[src/rtl/multi_channel_programmable_delay.sv]
// multi_channel_programmable_delay
// Delays CHANNELS packed sample lanes plus a valid flag by a runtime-programmable
// number of clocks (1..MAX_DELAY). All lanes share one circular buffer and one
// write pointer, so they stay sample-aligned. A delay change is acknowledged
// with a one-cycle pulse and followed by a flush that masks stale buffer data.
// Optional feature macro: DELAY_BYPASS_EN adds a BYPASS input that selects a
// single-register path around the buffer.
module multi_channel_programmable_delay #(
    parameter  int WIDTH         = 8,
    parameter  int CHANNELS      = 2,
    parameter  int MAX_DELAY     = 16,
    parameter  int DEFAULT_DELAY = 10,
    localparam int DLY_W         = $clog2(MAX_DELAY + 1)
) (
    input  logic                      CLK,
    input  logic                      RESET,
    input  logic [CHANNELS*WIDTH-1:0] DIN,
    input  logic                      DIN_VALID,
    input  logic [DLY_W-1:0]          DELAY_SET,
    input  logic                      DELAY_LOAD,
`ifdef DELAY_BYPASS_EN
    input  logic                      BYPASS,
`endif
    output logic                      DELAY_ACK,
    output logic [CHANNELS*WIDTH-1:0] DOUT,
    output logic                      DOUT_VALID,
    output logic [DLY_W-1:0]          DELAY_CUR,
    output logic                      BUSY
);

    localparam int DW    = CHANNELS * WIDTH;
    localparam int EW    = DW + 1;
    localparam int PTR_W = (MAX_DELAY > 1) ? $clog2(MAX_DELAY) : 1;

    typedef enum logic {
        ST_RUN   = 1'b0,
        ST_FLUSH = 1'b1
    } state_t;

    logic [EW-1:0]    mem_q [MAX_DELAY];
    logic [PTR_W-1:0] wr_ptr_q;
    logic [PTR_W-1:0] wr_ptr_d;
    logic [PTR_W-1:0] rd_addr;
    logic [EW-1:0]    rd_data;
    logic [DLY_W-1:0] dly_clamped;

    state_t           state_q;
    logic [DLY_W-1:0] cnt_q;
    logic [DLY_W-1:0] dly_q;
    logic             ack_q;
    logic [DW-1:0]    dout_q;
    logic             dout_valid_q;

    // Clamp the requested delay into 1..MAX_DELAY.
    always_comb begin
        dly_clamped = DELAY_SET;
        if (DELAY_SET == '0) begin
            dly_clamped = DLY_W'(1);
        end else if (DELAY_SET > DLY_W'(MAX_DELAY)) begin
            dly_clamped = DLY_W'(MAX_DELAY);
        end
    end

    // Pointer arithmetic with explicit modulo wrap (depth need not be a power of 2).
    // wr_ptr_q is the slot written on the coming edge, so the sample taken D edges
    // earlier sits D slots behind it; for D = MAX_DELAY that is the slot about to be
    // overwritten, read before the write lands.
    always_comb begin
        int unsigned wp;
        int unsigned d;
        int unsigned ra;
        wp = int'(wr_ptr_q);
        d  = int'(dly_q);
        if (wp >= d) begin
            ra = wp - d;
        end else begin
            ra = wp + MAX_DELAY - d;
        end
        rd_addr  = PTR_W'(ra);
        rd_data  = mem_q[rd_addr];
        wr_ptr_d = (wr_ptr_q == PTR_W'(MAX_DELAY - 1)) ? '0 : wr_ptr_q + PTR_W'(1);
    end

    // Circular buffer: one {valid, data} entry written every clock.
    always_ff @(posedge CLK) begin
        mem_q[wr_ptr_q] <= {DIN_VALID, DIN};
    end

    // Control FSM, write pointer and registered outputs.
    always_ff @(posedge CLK or posedge RESET) begin
        if (RESET) begin
            state_q      <= ST_FLUSH;
            cnt_q        <= DLY_W'(DEFAULT_DELAY);
            dly_q        <= DLY_W'(DEFAULT_DELAY);
            ack_q        <= 1'b0;
            wr_ptr_q     <= '0;
            dout_q       <= '0;
            dout_valid_q <= 1'b0;
        end else begin
            wr_ptr_q <= wr_ptr_d;
            ack_q    <= 1'b0;
            case (state_q)
                ST_RUN: begin
                    if (DELAY_LOAD) begin
                        ack_q   <= 1'b1;
                        dly_q   <= dly_clamped;
                        cnt_q   <= dly_clamped;
                        state_q <= ST_FLUSH;
                    end
                end
                ST_FLUSH: begin
                    cnt_q <= cnt_q - DLY_W'(1);
                    if (cnt_q == DLY_W'(1)) begin
                        state_q <= ST_RUN;
                    end
                end
                default: state_q <= ST_FLUSH;
            endcase
`ifdef DELAY_BYPASS_EN
            if (BYPASS) begin
                dout_q       <= DIN;
                dout_valid_q <= DIN_VALID;
            end else
`endif
            if (state_q == ST_FLUSH) begin
                dout_q       <= '0;
                dout_valid_q <= 1'b0;
            end else begin
                dout_q       <= rd_data[DW-1:0];
                dout_valid_q <= rd_data[EW-1];
            end
        end
    end

    assign DELAY_ACK  = ack_q;
    assign DOUT       = dout_q;
    assign DOUT_VALID = dout_valid_q;
    assign DELAY_CUR  = dly_q;
    assign BUSY       = (state_q == ST_FLUSH);

endmodule

[config.mk]
export PLATFORM = sky130hd
export DESIGN_NAME = multi_channel_programmable_delay
export DESIGN_NICKNAME = d
export VERILOG_FILES = /design/src/rtl/multi_channel_programmable_delay.sv
export SDC_FILE = /design/constraint.sdc
export NUM_CORES = 1
export LEC_CHECK = 0
export ABC_AREA = 1
export BUFFER_PORTS_ARGS = -buffer_cell sky130_fd_sc_hd__buf_2
export CORE_MARGIN = 3
export CORE_UTILIZATION = 61
export CTS_CLUSTER_DIAMETER = 150
export DETAILED_ROUTE_END_ITERATION = 8
export HOLD_SLACK_MARGIN = 0.03
export PLACE_DENSITY = 0.79
export SKIP_CTS_REPAIR_TIMING = 1
export SYNTH_ARGS = -nofsm -noshare
export SYNTH_HDL_FRONTEND = slang
export SYNTH_SLANG_ARGS = --single-unit
[constraint.sdc]
create_clock -name CLK -period 2.95 [get_ports CLK]
set_clock_uncertainty 0.05 [all_clocks]
set_input_delay 0 -clock CLK [delete_from_list [all_inputs] [get_ports CLK]]
set_output_delay 0 -clock CLK [all_outputs]
set_load 0.01 [all_outputs]
**Yosys cells after proc, flatten, opt, wreduce, memory -nomap -nowiden**

Memory sizes are Yosys's and may differ from the RTL's.
Cells that the tools add are included.

- Reductions and logical operators: 2
- Mux-type cells: 12
- Bitwise logic cells: 1
- $add $sub $neg: 5
- Eq/ne operators: 3
- Order comparisons: 2

Operators by type and width:

| operator | count |
|---|---|
| two-way mux 16 bit | 1 |
| two-way mux 5 bit | 3 |
| case mux 5 bit (2 select lines) | 1 |
| adder 4 x 1 -> 4 bit (second input constant) | 2 |
| two-way mux 4 bit | 2 |
| subtractor 4 bit | 2 |
| equality test 5 x 1 -> 1 bit (second input constant) | 1 |
| greater-or-equal comparator 4 x 5 -> 1 bit | 1 |
| greater-than comparator 5 bit (second input constant) | 1 |
| zero test 5 bit | 1 |
| subtractor 5 x 1 -> 5 bit (second input constant) | 1 |
| equality test 4 bit (second input constant) | 1 |
| two-way mux 1 bit | 4 |
| != test 2 bit (second input constant) | 1 |
| case mux 1 bit (2 select lines) | 1 |
| AND reduction 2 bit | 1 |
| inverter 1 bit | 1 |

- Input port bits: 25
- Output and inout bits: 24
- Memories kept: 1
- Word-level logic and storage cells: 33
- Register bits: 33
- RAM bits: 272

Memories:

| memory | words | bits a word | read ports | clocked after memory_dff | write ports | RTL line | text |
|---|---|---|---|---|---|---|---|
| mem_q | 16 | 17 | 1 | 0 | 1 | 40 | `logic [EW-1:0] mem_q [MAX_DELAY];` |

**Depth between registers and ports, before layout**

- Depth after elaboration: 5
- Gate-level depth with buffers: 14
- Mapped depth without buffers: 12

**Worst setup path after synthesis**

Ideal clock, no wire load.

- Kind: register to register
- From: register wr_ptr_q[0]
- To: register dout_q[7], in the netlist DOUT[7]
- Buffers on the path: 3
- Required time: 2,780 ps
- Arrival time: 2,028 ps
- Slack: 753 ps
- Cell stages (with the launch flop): 13
- Library setup time: 120 ps
- Period minus slack after synthesis: 2,197 ps
- Path through: dfrtp_1 -> inv_1 -> ha_1 -> inv_1 -> fa_1 -> buf_2 -> buf_2 -> buf_2 -> nand3_1 -> nand2_1 -> nand2_1 -> a21oi_1 -> nor2_2

- Word-level cells in the longest chain between the ends: 5
- Elaborated cells between the ends (all ways): 7
- Classes of those cells: add/sub (3); order compare (1); mux (2); memory (1)

RTL lines:

| what | RTL line | text |
|---|---|---|
| start, declared | 41 | `logic [PTR_W-1:0] wr_ptr_q;` |
| start signal, assigned | 100 | `wr_ptr_q <= wr_ptr_d;` |
| adder 4 x 1 -> 4 bit | 77 | `ra = wp + MAX_DELAY - d;` |
| subtractor 4 bit | 77 |  |
| two-way mux 4 bit * | 74 | `if (wp >= d) begin` |
| memory (16 x 17 bit) * | - |  |
| two-way mux 16 bit * | 125 | `if (state_q == ST_FLUSH) begin` |
| end signal, assigned | 129 | `dout_q <= rd_data[DW-1:0];` |
| end, declared | 51 | `logic [DW-1:0] dout_q;` |

Mark *: on every way between the ends. The rest lies on a longest branch, timed or not.
A chain may end at the register's enable or synchronous reset.

**Worst setup path after layout**

- From: register wr_ptr_q[0]
- To: register dout_q[13], in the netlist DOUT[13]

The elaborated chain is that of the path after synthesis.

==> summary.txt <==
Filler Cell Count: 1308
clk buf depth: 3
Worst EP arrival: 3.06 ns
DP Area: 13200 sq um
Slew HR: 35.0%
vias per cell: 5.81
Final Hold Fails: 0
Clock Latency Late Sink: 0.55 ns
share of cells above drive strength 1: 12.5%
CP Capture Type: flip-flop
htree depth: 1
max incr delay on CP: 0.49 ns
die span in y: 149 um
max-slew violations: 0
critical path required time: 3.32 ns
Post-Synthesis Cell Area: 12500 sq um
hpwl dp: 17.1 mm
GRT Util Overall: 27.0%
core area: 19800 sq um
yosys warns: 0
Worst Hold Class: primary input to async pin
pin count of the biggest net entering global routing: 137
row count: 51
Cell Chain, Critical Path: inv_1 -> ha_4 -> inv_1 -> fa_2 -> inv_2 -> buf_4 -> nand3_1 -> nand2_1 -> nand2_1 -> a21oi_1 -> nor2_1
port bufs: 48
setup violators final: 0
final cell count without fillers: 1467
maxcap violations: 0
CTS Buf Count: 31
vias post-DR: 8529
clock sink count: 305
first-pass GRT wire length: 45.3 mm
vias in the first global route: 8124
Peak VDD IR: 646 uV
Seq cells post-synth: 305
critical path's slowest cell: fa_2
top cell type's share of synthesized area: 65.5%
Ports: 49
Pleak: 0.00572 uW
initial antenna violation count: 2
Top FF cell, synth: edfxtp_1
CP Class: flip-flop to flip-flop
fmax: 372 MHz
Final period util: 91.2%
Routed Antenna Nets: 0
CTS tree: yes
top-count cell post-synth: nand2_1
Tmin final: 2.69 ns
1st-pass router iterations: 5
EDFF count, synth: 272
RSZ-0062 raised after global routing: false
DRC viols: 0
root buf cell: clkbuf_16
startpoint types: flip-flop
total wire length: 30.5 mm
P&R area growth vs syn: 15.2%
post-layout util: 72.6%
die footprint: 22200 sq um
largest area contributor in the synthesized netlist: edfxtp_1
fin nets: 1214
Setup TNS: 0 ns
Die Wd: 149 um
post-synthesis net count: 1131
outcome: completed
asr flop ratio synth: 10.8%
busiest grt layer: met2
pre-CTS setup slack: 0.335 ns
Synth cell types: 28
number of buffers and inverters on the critical path: 4
Max Fanout on Critical Path: 28
cell count after synthesis: 1096
1st-iter DRT viols: 835
cell family with most CP delay: adder cells
# diodes: 0
met2 Use GR: 43.5%
main area contributors after synthesis: edfxtp_1 (66%), nand2_1 (14%), nand3_1 (5.7%)
GP Congestion: 0.842
Avg WL per Cell: 20.8 um
PwrDens: 894 nW/um^2
final worst setup slack: 0.260 ns
sequential area share after synthesis: 72.2%
Worst-path clk slew: 0.06 ns
Worst Max-Slew Pin Slew: 0.975 ns
Mean Syn Cell Area: 11.4 sq um
GR Layer Usage met3: 4.89%
grt met1 use: 37.8%
top post-synthesis cells by count: nand2_1 (480), edfxtp_1 (272), nand3_1 (141), nor2_1 (35), buf_2 (29)
final instance area: 14400 sq um
Overflow after GRT: 0
initial core utilization: 63.0%
DP Cell Count: 1385
-- worst register-to-register path, stage by stage (launching register included) --
cell	delay (ns)
dfrtp_1	0.41
inv_1	0.13
ha_4	0.17
inv_1	0.08
fa_2	0.49
inv_2	0.10
buf_4	0.33
nand3_1	0.14
nand2_1	0.10
nand2_1	0.06
a21oi_1	0.40
nor2_1	0.10
-- cell families after synthesis --
kind of cell | after synthesis | share of synthesized area (%)
AO/OA/AOI/OAI | 33 | 1.46
XOR/XNOR | 5 | 0.502
adder cells (fa/ha/maj) | 10 | 1.06
buffers and inverters | 83 | 3.42
flip-flops | 305 | 72.2
AND/OR/NAND/NOR | 660 | 21.4
-- sequential cells by signal, summed over array words and instances, names as in the netlist --
register	flops
wr_ptr_q	4
mem_q	272
DOUT_VALID	1
DELAY_CUR	5
DOUT	16
cnt_q	5
BUSY	1
DELAY_ACK	1
-- through the flow --
step | hold WS (ns) | total power [uW]
floorplan | 0.0489 | 8010
global placement | 0.211 | 9060
detailed placement | 0.207 | 9160
CTS | -0.365 | 12700
global route | 0.208 | 13500
finish | 0.174 | 12800
-- cell type report --
type	count	area [sq um]	share of cell area, %
clock buffer	47	896	6.24
clock inverter	9	41.3	0.288
inverter	28	113	0.784
multi-input combinational	708	3090	21.5
sequential	305	9000	62.7
tap	265	332	2.31
timing repair buffer	105	883	6.15
-- layer usage --
metal | part of all wire, % | wire length (um) | vias to the layer above
met5 | 0.066 | 20 | -
met4 | 3.1 | 948 | 4
met1 | 39 | 11800 | 4105
li1 | - | - | 3871
met3 | 10 | 3040 | 79
met2 | 48 | 14700 | 470
-- final timing paths --
| kind | startpoint | to | slack [ns] | cells after the start |
|---|---|---|---|---|
| max in group asynchronous | RESET | DOUT[15]$_DFF_PP0_ | 1.86 | 4 |
| worst max-delay path | wr_ptr_q[0]$_DFF_PP0_ | DOUT[13]$_DFF_PP0_ | 0.26 | 11 |
| worst max register to register | wr_ptr_q[0]$_DFF_PP0_ | DOUT[13]$_DFF_PP0_ | 0.26 | 11 |
| min in group CLK | DELAY_SET[3] | DELAY_CUR[3]$_DFFE_PP1P_ | 0.22 | 4 |
| worst min register to register | cnt_q[3]$_DFFE_PP1P_ | cnt_q[3]$_DFFE_PP1P_ | 0.47 | 2 |
| worst min-delay path | RESET | DOUT[9]$_DFF_PP0_ | 0.17 | 3 |
-- power breakdown --
group,internal [uW],switching [uW]
logic,1340,2870
clock network,2070,1530
registers,4900,143
total,8310,4540
-- cell usage in the layout (no fill, tap or decap), types with 5 or more instances in the layout --
cell and n:
dlygate4sd3_1 26, o21ai_0 8, clkbuf_8 6, ha_1 8, dfstp_2 5, buf_4 19
nand3_1 141, inv_1 25, clkbuf_1 10, dfrtp_1 28, edfxtp_1 272, nor2_1 19
clkinv_1 5, buf_12 12, nor2_2 18, nand2_1 480, a21oi_1 19, clkbuf_16 31
buf_2 48
Power figures use the tool's default switching activity.
